**config.mk**
```make
export PLATFORM = sky130hd
export DESIGN_NAME = fc_wgt_pingpong_ctrl_flat
export DESIGN_NICKNAME = d
export VERILOG_FILES = /design/src/rtl/fc_wgt_pingpong_ctrl_if.sv /design/src/rtl/fc_wgt_pingpong_ctrl.sv /design/src/flat_wrapper.sv
export SDC_FILE = /design/constraint.sdc
export NUM_CORES = 1
export LEC_CHECK = 0
export CAP_MARGIN = 20
export CORE_MARGIN = 2
export CORE_UTILIZATION = 35
export CTS_BUF_LIST = sky130_fd_sc_hd__clkbuf_16
export DETAILED_ROUTE_END_ITERATION = 6
export GPL_TIMING_DRIVEN = 0
export PLACE_DENSITY = 0.61
export SETUP_SLACK_MARGIN = 0.02
export SLEW_MARGIN = 20
export SYNTH_ARGS = -nofsm -noshare
export SYNTH_HDL_FRONTEND = slang
export SYNTH_SLANG_ARGS = --single-unit
```
**constraint.sdc**
```tcl
create_clock -name clk -period 2.29 [get_ports clk]
set_input_delay 0.5725 -clock clk [delete_from_list [all_inputs] [get_ports clk]]
set_output_delay 0.5725 -clock clk [all_outputs]
set_load 0.005 [all_outputs]
```
**src/rtl/fc_wgt_pingpong_ctrl_if.sv**
```systemverilog
// Signal bundle between the weight ping-pong controller, the memory read port,
// the weight buffer and the compute controller.
interface fc_wgt_pingpong_ctrl_if #(
    parameter int BUF_AW = 14,
    parameter int MEM_AW = 24
);
    logic              start;
    logic              mem_rd_en;
    logic [MEM_AW-1:0] mem_addr;
    logic              mem_rvalid;
    logic              wgt_wr_en;
    logic              wgt_wr_bank;
    logic [BUF_AW-1:0] wgt_wr_addr;
    logic              tile_valid;
    logic              rd_bank;
    logic              tile_done;
    logic              busy;
    logic              done;
    logic              err;

    modport master (
        input  start, mem_rvalid, tile_done,
        output mem_rd_en, mem_addr, wgt_wr_en, wgt_wr_bank, wgt_wr_addr,
               tile_valid, rd_bank, busy, done, err
    );

    modport slave (
        output start, mem_rvalid, tile_done,
        input  mem_rd_en, mem_addr, wgt_wr_en, wgt_wr_bank, wgt_wr_addr,
               tile_valid, rd_bank, busy, done, err
    );
endinterface

```
**src/rtl/fc_wgt_pingpong_ctrl.sv**
```systemverilog
// Fills one weight bank from memory while the FC engine consumes the other,
// handing full banks over with a tile_valid / tile_done handshake.
module fc_wgt_pingpong_ctrl #(
    parameter int IFM_SIZE    = 9162,
    parameter int TILING_SIZE = 8,
    parameter int KERNEL_SIZE = 4096,
    parameter int BUF_AW      = 14,
    parameter int MEM_AW      = 24
) (
    input  logic                  clk,
    input  logic                  rst_n,
    fc_wgt_pingpong_ctrl_if.master bus
);
    localparam int NUM_TILES = KERNEL_SIZE / TILING_SIZE;
    localparam int TW        = $clog2(NUM_TILES + 1);
    localparam logic [BUF_AW-1:0] LAST_WORD = BUF_AW'(IFM_SIZE - 1);
    localparam logic [TW-1:0]     LAST_TILE = TW'(NUM_TILES - 1);

    typedef enum logic [1:0] {IDLE, FILL, WAIT_FREE, FILL_DONE} state_t;

    state_t            state;
    logic [1:0]        full, full_nxt;
    logic              fill_bank, rd_bank_q;
    logic              rd_en_q, busy_q, done_q, err_q;
    logic [BUF_AW-1:0] word_cnt;
    logic [MEM_AW-1:0] mem_ptr;
    logic [TW-1:0]     tiles_filled, tiles_used;
    logic              accept, tile_end, consume, last_consume;

    assign accept       = rd_en_q & bus.mem_rvalid;
    assign tile_end     = accept && (word_cnt == LAST_WORD);
    assign consume      = bus.tile_done & full[rd_bank_q];
    assign last_consume = consume && (tiles_used == LAST_TILE);

    // Both edits apply in the same cycle; they never hit the same bank because
    // the fill side only ever targets an empty bank and consume a full one.
    always_comb begin
        full_nxt = full;
        if (consume)  full_nxt[rd_bank_q] = 1'b0;
        if (tile_end) full_nxt[fill_bank] = 1'b1;
    end

    always_ff @(posedge clk or negedge rst_n) begin
        if (!rst_n) begin
            state        <= IDLE;
            full         <= 2'b00;
            fill_bank    <= 1'b0;
            rd_bank_q    <= 1'b0;
            rd_en_q      <= 1'b0;
            busy_q       <= 1'b0;
            done_q       <= 1'b0;
            err_q        <= 1'b0;
            word_cnt     <= '0;
            mem_ptr      <= '0;
            tiles_filled <= '0;
            tiles_used   <= '0;
        end else begin
            done_q <= 1'b0;
            full   <= full_nxt;
            if (bus.tile_done && !full[rd_bank_q]) err_q <= 1'b1;
            if (consume) begin
                rd_bank_q  <= ~rd_bank_q;
                tiles_used <= tiles_used + 1'b1;
            end
            case (state)
                IDLE: if (bus.start) begin
                    state        <= FILL;
                    rd_en_q      <= 1'b1;
                    busy_q       <= 1'b1;
                    err_q        <= 1'b0;
                    full         <= 2'b00;
                    fill_bank    <= 1'b0;
                    rd_bank_q    <= 1'b0;
                    word_cnt     <= '0;
                    mem_ptr      <= '0;
                    tiles_filled <= '0;
                    tiles_used   <= '0;
                end
                FILL: if (accept) begin
                    mem_ptr <= mem_ptr + 1'b1;
                    if (tile_end) begin
                        word_cnt     <= '0;
                        fill_bank    <= ~fill_bank;
                        tiles_filled <= tiles_filled + 1'b1;
                        if (tiles_filled == LAST_TILE) begin
                            state   <= FILL_DONE;
                            rd_en_q <= 1'b0;
                        end else if (full_nxt[~fill_bank]) begin
                            state   <= WAIT_FREE;
                            rd_en_q <= 1'b0;
                        end
                    end else begin
                        word_cnt <= word_cnt + 1'b1;
                    end
                end
                WAIT_FREE: if (!full_nxt[fill_bank]) begin
                    state   <= FILL;
                    rd_en_q <= 1'b1;
                end
                FILL_DONE: ;
                default: begin
                    state   <= IDLE;
                    rd_en_q <= 1'b0;
                end
            endcase
            // The last consume can only land once every tile is filled, so it
            // always ends the layer from FILL_DONE.
            if (last_consume) begin
                done_q  <= 1'b1;
                busy_q  <= 1'b0;
                rd_en_q <= 1'b0;
                state   <= IDLE;
            end
        end
    end

    assign bus.mem_rd_en   = rd_en_q;
    assign bus.mem_addr    = mem_ptr;
    assign bus.wgt_wr_en   = accept;
    assign bus.wgt_wr_bank = fill_bank;
    assign bus.wgt_wr_addr = word_cnt;
    assign bus.tile_valid  = full[rd_bank_q];
    assign bus.rd_bank     = rd_bank_q;
    assign bus.busy        = busy_q;
    assign bus.done        = done_q;
    assign bus.err         = err_q;
endmodule

```
**src/flat_wrapper.sv**
```systemverilog
// flat-port wrapper written by rule: the top's interface ports become plain ports
module fc_wgt_pingpong_ctrl_flat 
#(
    parameter int IFM_SIZE    = 9162,
    parameter int TILING_SIZE = 8,
    parameter int KERNEL_SIZE = 4096,
    parameter int BUF_AW      = 14,
    parameter int MEM_AW      = 24
)
  (clk, rst_n, bus_start, bus_mem_rvalid, bus_tile_done, bus_mem_rd_en, bus_mem_addr, bus_wgt_wr_en, bus_wgt_wr_bank, bus_wgt_wr_addr, bus_tile_valid, bus_rd_bank, bus_busy, bus_done, bus_err);
  fc_wgt_pingpong_ctrl_if #(.BUF_AW(BUF_AW), .MEM_AW(MEM_AW)) bus_i ();
  input  logic clk;
  input  logic rst_n;
  input wire logic [$bits(bus_i.start)-1:0] bus_start;
  input wire logic [$bits(bus_i.mem_rvalid)-1:0] bus_mem_rvalid;
  input wire logic [$bits(bus_i.tile_done)-1:0] bus_tile_done;
  output wire logic [$bits(bus_i.mem_rd_en)-1:0] bus_mem_rd_en;
  output wire logic [$bits(bus_i.mem_addr)-1:0] bus_mem_addr;
  output wire logic [$bits(bus_i.wgt_wr_en)-1:0] bus_wgt_wr_en;
  output wire logic [$bits(bus_i.wgt_wr_bank)-1:0] bus_wgt_wr_bank;
  output wire logic [$bits(bus_i.wgt_wr_addr)-1:0] bus_wgt_wr_addr;
  output wire logic [$bits(bus_i.tile_valid)-1:0] bus_tile_valid;
  output wire logic [$bits(bus_i.rd_bank)-1:0] bus_rd_bank;
  output wire logic [$bits(bus_i.busy)-1:0] bus_busy;
  output wire logic [$bits(bus_i.done)-1:0] bus_done;
  output wire logic [$bits(bus_i.err)-1:0] bus_err;
  assign bus_i.start = bus_start;
  assign bus_i.mem_rvalid = bus_mem_rvalid;
  assign bus_i.tile_done = bus_tile_done;
  assign bus_mem_rd_en = bus_i.mem_rd_en;
  assign bus_mem_addr = bus_i.mem_addr;
  assign bus_wgt_wr_en = bus_i.wgt_wr_en;
  assign bus_wgt_wr_bank = bus_i.wgt_wr_bank;
  assign bus_wgt_wr_addr = bus_i.wgt_wr_addr;
  assign bus_tile_valid = bus_i.tile_valid;
  assign bus_rd_bank = bus_i.rd_bank;
  assign bus_busy = bus_i.busy;
  assign bus_done = bus_i.done;
  assign bus_err = bus_i.err;
  fc_wgt_pingpong_ctrl #(.IFM_SIZE(IFM_SIZE), .TILING_SIZE(TILING_SIZE), .KERNEL_SIZE(KERNEL_SIZE), .BUF_AW(BUF_AW), .MEM_AW(MEM_AW)) u_core (.clk(clk), .rst_n(rst_n), .bus(bus_i));
endmodule
```
==> out/summary.txt <==
Outcome - finished, final reports clean
Clk_lat worst skew - 0.33 ns
Ports - 51
Post-route total power - 2.83 mW
Initial antenna violation count - 0
Clk slew on worst S/H paths - 0.06 ns
Sequential share of the synthesized area - 47.3%
Ys flop type - dfrtp_1
Worst-Margin Slew - 0.658 ns
Fin crit period - 2.19 ns
Syn nets - 393
Via Count - 3,070
Hold Fails Final Rpt - 0
Final setup TNS - 0 ns
Slew HR - 55.8%
Tot GR Track Use - 16.7%
Final Instance Area - 4780 sq um
Max Cap Viol - 0
CTS H-tree depth - 3
Post-synth EDFFs - 0
Net count, final - 460
Maximum vdd drop - 0.000317 V
Hold Path Class - in2async
Worst setup SP type - register
Port-buffer cells - 50
Slew Viols, Final - 0
Largest net degree at the start of global routing - 49
Fmax - 456 MHz
Critical Path RT - 1.72 ns
Critical Path AT - 1.62 ns
CTS Root Cell - clkbuf_16
ANT nets after route - 0
Die ar. - 11,100 sq um
Die Y - 105 microns
Largest fanout on the critical path - 6
GP Congestion - 0.796
Number of global-route vias before repair - 3,079
Area Overhead vs Synth - 32.7%
Synthesized cell area - 3600 sq um
Final Worst Setup Slack - 0.0953 ns
Clock power frac - 56.2%
Ratio of cells with drive above 1 in the final layout - 12.2%
Core area - 10,100 sq um
Kind of critical path - reg2out
Clock Skews - 0.00795 ns
Cell area after placement - 4300 sq um
Post-Place Setup Slack - -0.610 ns
Sw Share - 19.8%
Sequential share of power - 42.4%
Maximum root-to-sink buffer count - 2
CTS Hold Bufs - 0
Yosys warns - 0
Via density - 5.22
Gate power share - 1.4%
Synth async-reset ratio - 100%
DR DRC count - 0
WL final - 8570 microns
Reg2Reg Depth - 8
Gr ovfl total - 0
PwrDens - 593 nW/um^2
N_diodes - 0
Initial DRT Pass Iterations - 6
Hold slack - 0.130 ns
Sink Count - 68
# setup viols final - 0
TritonCTS clock tree - yes
Global-route wire length before repair - 15,100 microns
Fin crit share - 95.8%
Die width - 105 microns
CTS Buf Count - 9
Leakage power - 2.05 nW
Core Rows - 37
Number of DRC markers in iteration 0 - 112
Net Sw Power - 0.562 mW
Critical Path End Type - primary output
Avg Synthesized Cell Area - 9.48 sq um
P_int - 2.27 mW
Cell variety after synth - 50
Fin cells - 588
Util after Layout - 47.1%
HPWL after DPL - 5760 microns
Initial core utilization - 35.5%
Synth Instances - 380
WL/cell - 14.6 microns
Synth Register Bits - 68
Placed instance count - 567
==> final timing paths <==
kind,from,to,slack (ns)
max,u_core.bus.rd_bank$_DFF_PN0_,bus_tile_valid,0.1
min,rst_n,u_core.bus.mem_addr[11]$_DFFE_PN0P_,0.13
min reg2reg,u_core.tiles_used[9]$_DFF_PN0_,u_core.bus.done$_DFF_PN0_,0.49
min in group clk,u_core.tiles_used[9]$_DFF_PN0_,u_core.bus.done$_DFF_PN0_,0.49
max reg2reg,u_core.state[1]$_DFFE_PN0P_,u_core.tiles_filled[9]$_DFFE_PN0P_,0.15
max in group asynchronous,rst_n,u_core.bus.rd_bank$_DFF_PN0_,1.62
==> synthesized netlist by cell type, drive strengths merged, types with 10 or more instances <==
cell type | number | area [sq um]
and3 | 10 | 62.6
o21ai | 17 | 85.1
nor3 | 11 | 55.1
nand4 | 18 | 113
dfrtp | 68 | 1700
a21oi | 11 | 58.8
inv | 11 | 41.3
nand3 | 24 | 125
nor2 | 53 | 199
xnor2 | 20 | 175
nand2 | 28 | 105
xor2 | 16 | 140
==> sequential cells by signal, indices dropped and copies added (netlist names) <==
| signal | cells |
|---|---|
| u_core.bus.busy | 1 |
| u_core.bus.done | 1 |
| u_core.bus.err | 1 |
| u_core.bus.mem_addr | 24 |
| u_core.bus.mem_rd_en | 1 |
| u_core.bus.rd_bank | 1 |
| u_core.bus.wgt_wr_addr | 14 |
| u_core.bus.wgt_wr_bank | 1 |
| u_core.full | 2 |
| u_core.state | 2 |
| u_core.tiles_filled | 10 |
| u_core.tiles_used | 10 |
==> worst max-delay path, cell delays in order (launching register included) <==
cell and delay [ns]:
dfrtp_2 0.45, mux2i_4 0.21, inv_1 0.11, clkdlybuf4s50_1 0.51
==> cell usage in the layout (no fill, tap or decap), drive strengths merged, types with 10 or more instances in the layout <==
master         count
a21oi             11
nor3              11
dfrtp             68
nand2             28
buf               13
nand3             24
clkdlybuf4s50     47
nor2              53
xnor2             20
clkbuf            17
o21ai             17
xor2              16
nand4             18
and3              10
inv               11
==> layout make-up <==
cell class	count	area [sq um]
plain buffers	13	71.3
multi-input cells	286	1870
clock inverters	7	115
inverters	12	46.3
fillers	962	5360
well taps	136	170
flip-flops and latches	68	1710
clock buffers	9	225
repair buffers	57	572
==> logic make-up (layout without fill, tap and decap cells) <==
kind of cell	after synthesis	after routing	share of synthesized area, %
AOI/OAI and AO/OA	53	53	10.2
xor gates and xnor gates	36	36	8.76
adders and majority gates	8	8	2.78
buffers and inverters	26	98	3.02
DFF	68	68	47.3
muxes	6	6	1.81
and+or+nand+nor	183	183	26.2
==> what timing repair did <==
item | in CTS | in global routing
setup buffers | 3 | 3
resized for setup | 14 | 23
setup endpoints to repair | 37 | 44
pin swaps | 2 | 2
==> power groups by stage <==
stage	logic, mW	clock network (mW)	registers, mW
2_1_floorplan	0.000901	0	1.22
3_3_place_gp	0.0354	0	1.22
3_5_place_dp	0.0415	0	1.22
4_1_cts	0.0411	1.63	1.20
5_1_grt	0.0454	1.67	1.20
6_report	0.0386	1.59	1.20
==> per-layer routing <==
metal  share of wire [%]  wire, microns  vias to the layer above  global-route usage [%]
li1                    -              -                     1493                       -
met1                  49           4160                     1492                    23.3
met2                  47           3990                       74                    25.4
met3                 3.5            303                       11                    3.53
met4                 1.4            116                        0                    6.00
met5                   0              0                        -                       0
Power figures use the tool's default switching activity.
==> RTL change (same settings) <==
The 4 states of `state_t` get a Gray code encoding in 2 bits.
--- a/src/rtl/fc_wgt_pingpong_ctrl.sv
+++ b/src/rtl/fc_wgt_pingpong_ctrl.sv
@@ -17,5 +17,5 @@
     localparam logic [TW-1:0]     LAST_TILE = TW'(NUM_TILES - 1);
 
-    typedef enum logic [1:0] {IDLE, FILL, WAIT_FREE, FILL_DONE} state_t;
+    typedef enum logic [1:0] {IDLE = 2'b00, FILL = 2'b01, WAIT_FREE = 2'b11, FILL_DONE = 2'b10} state_t;
 
     state_t            state;
Formal check against the unedited RTL: no difference found for any inputs over 10 cycles, from zero or initial values and one cycle with rst_n low; not proved beyond that.
==> RTL change against the original RTL <==
Fmax decreased by 0.45%; setup slack got worse by 0.0099 ns; final area decreased by 5.1%; global-route usage decreased by 0.43 points; sequential cell count unchanged; synthesized area decreased by 3.8%; routed wire length decreased by 4.2%; critical endpoint is now u_core.tiles_filled[6].
Power is not compared: it rests on default switching activity, and its combinational part moved more than twofold at a synthesized area within 25%.
==> RTL change: results (changes against the original RTL) <==
* Outcome: finished clean (unchanged)
* Placer Congestion at 0.8301 (was 0.7957)
* # resized after CTS at 8 (was 14)
* Static Leak at ~1.9 nW
* Adder-Cell Fraction of Synth Area at 0.01806 (was 0.02780)
* Post-Synth XOR/XNOR Area at 0.09859 (was 0.08756)
* Sequential share of the synthesized area at 0.4912 (was 0.4726)
* Wirelength per Cell at 14.28 um (was 14.57 um)
* Worst path max stage delay at 0.55 ns (was 0.51 ns)
* Post-synth net total at 378 (was 393)
* Reg2Reg Setup Slack at 0.09 ns (was 0.15 ns)
* Mux share of post-synthesis cell area at 0.003250 (was 0.01807)
* Worst-path clk slew at 0.06 ns (about the same)
* Placed insts at 551 (was 567)
* GRT met3 Usage at 0.04503 (was 0.03525)
* Initial DRC count at 185 (was 112)
* Setup bufs post-CTS at 4 (was 3)
* CTS Buf Count at 9 (unchanged)
* M1 WL at 3.978 mm (was 4.158 mm)
* DR pass1 iterations at 4 (was 6)
* Ranking of synthesized cells by area: dfrtp_1 49%, nor2_1 6.8%, xor2_1 6.6%, nand2_1 4.2%, nand3_1 4.2% (was dfrtp_1 47%, nor2_1 5.5%, xnor2_1 4.9%, xor2_1 3.9%, nand3_1 3.2%)
* GR Layer Usage met1 at 0.2213 (was 0.2331)
* I/O Buffers at 49 (was 50)
* Vias in the first global route at 2,780 (was 3,079)
* Largest net degree at the start of global routing at 48 (was 49)
* First-pass GRT wire length at 13.53 mm (was 15.12 mm)
* Top sig layer: met4 (unchanged)
* Arr. time, crit path at 2.40 ns (was 1.62 ns)
* Synth cell count leaders: 68 x dfrtp_1, 63 x nor2_1, 39 x nand2_1 (was 68 x dfrtp_1, 53 x nor2_1, 28 x nand2_1)
* Crit path max-delay cell type: or4_1 (was clkdlybuf4s50_1)
* Layout cell share with drive strength beyond 1 at 0.09050 (was 0.1217)
* Worst clock skew at 0.01026 ns (was 0.007949 ns)
* Via Count at 2,935 (was 3,070)
* Met2 global-route usage at 0.2491 (was 0.2544)
* Routed wl met3 at 293 um (was 303 um)
* GRT Total Usage at 0.1623 (was 0.1666)
* Slew HR at 0.6180 (was 0.5579)
RTL change: metrics by stage:
| step | instance area [sq um] | hold slack (ns) | total power, mW | worst slack, ns |
|---|---|---|---|---|
| 6_report | 4533 | 0.1432 | 3.178 | 0.08537 |
| 5_1_grt | 4533 | 0.1453 | 3.334 | 0.01820 |
| 2_1_floorplan | 3465 | 0.2769 | 1.632 | 0.2579 |
| 3_5_place_dp | 4146 | 0.4792 | 1.922 | -0.5372 |
| 4_1_cts | 4463 | 0.1445 | 3.198 | 0.03876 |
| 3_3_place_gp | 4121 | 0.4717 | 1.908 | -1.780 |
RTL change: critical path, delay by kind of cell (launching register included):
| family | cells | cell delay [ns] |
|---|---|---|
| simple gates | 4 | 1.26 |
| flops | 1 | 0.46 |
| buf+inv | 1 | 0.20 |
| xor+xnor | 1 | 0.15 |
RTL change: path summary, 6_finish.rpt:
check / from / end / cells after the start
min in group clk: u_core.bus.err / u_core.bus.err / 1
max reg2reg: u_core.bus.wgt_wr_addr[2] / u_core.tiles_filled[6] / 6
min: rst_n / u_core.tiles_used[0] / 1
min reg2reg: u_core.bus.err / u_core.bus.err / 1
max in group asynchronous: rst_n / u_core.bus.mem_addr[2] / 2
max: u_core.bus.wgt_wr_addr[2] / u_core.tiles_filled[6] / 6
RTL change: where the power goes:
group | internal [mW] | switching [mW] | total, mW
clock network | 0.726 | 0.516 | 1.24
registers | 1.29 | 0.133 | 1.42
logic | 0.274 | 0.243 | 0.517
total | 2.29 | 0.892 | 3.18
RTL change: area by class of cell:
cell class	instances	area (sq um)
Fill cell	938	5151
Buffer	13	63.81
Sequential cell	68	1702
Clock inverter	7	43.79
Timing Repair Buffer	58	580.6
Tap cell	133	166.4
Inverter	3	11.26
Clock buffer	9	225.2
Multi-Input combinational cell	284	1740
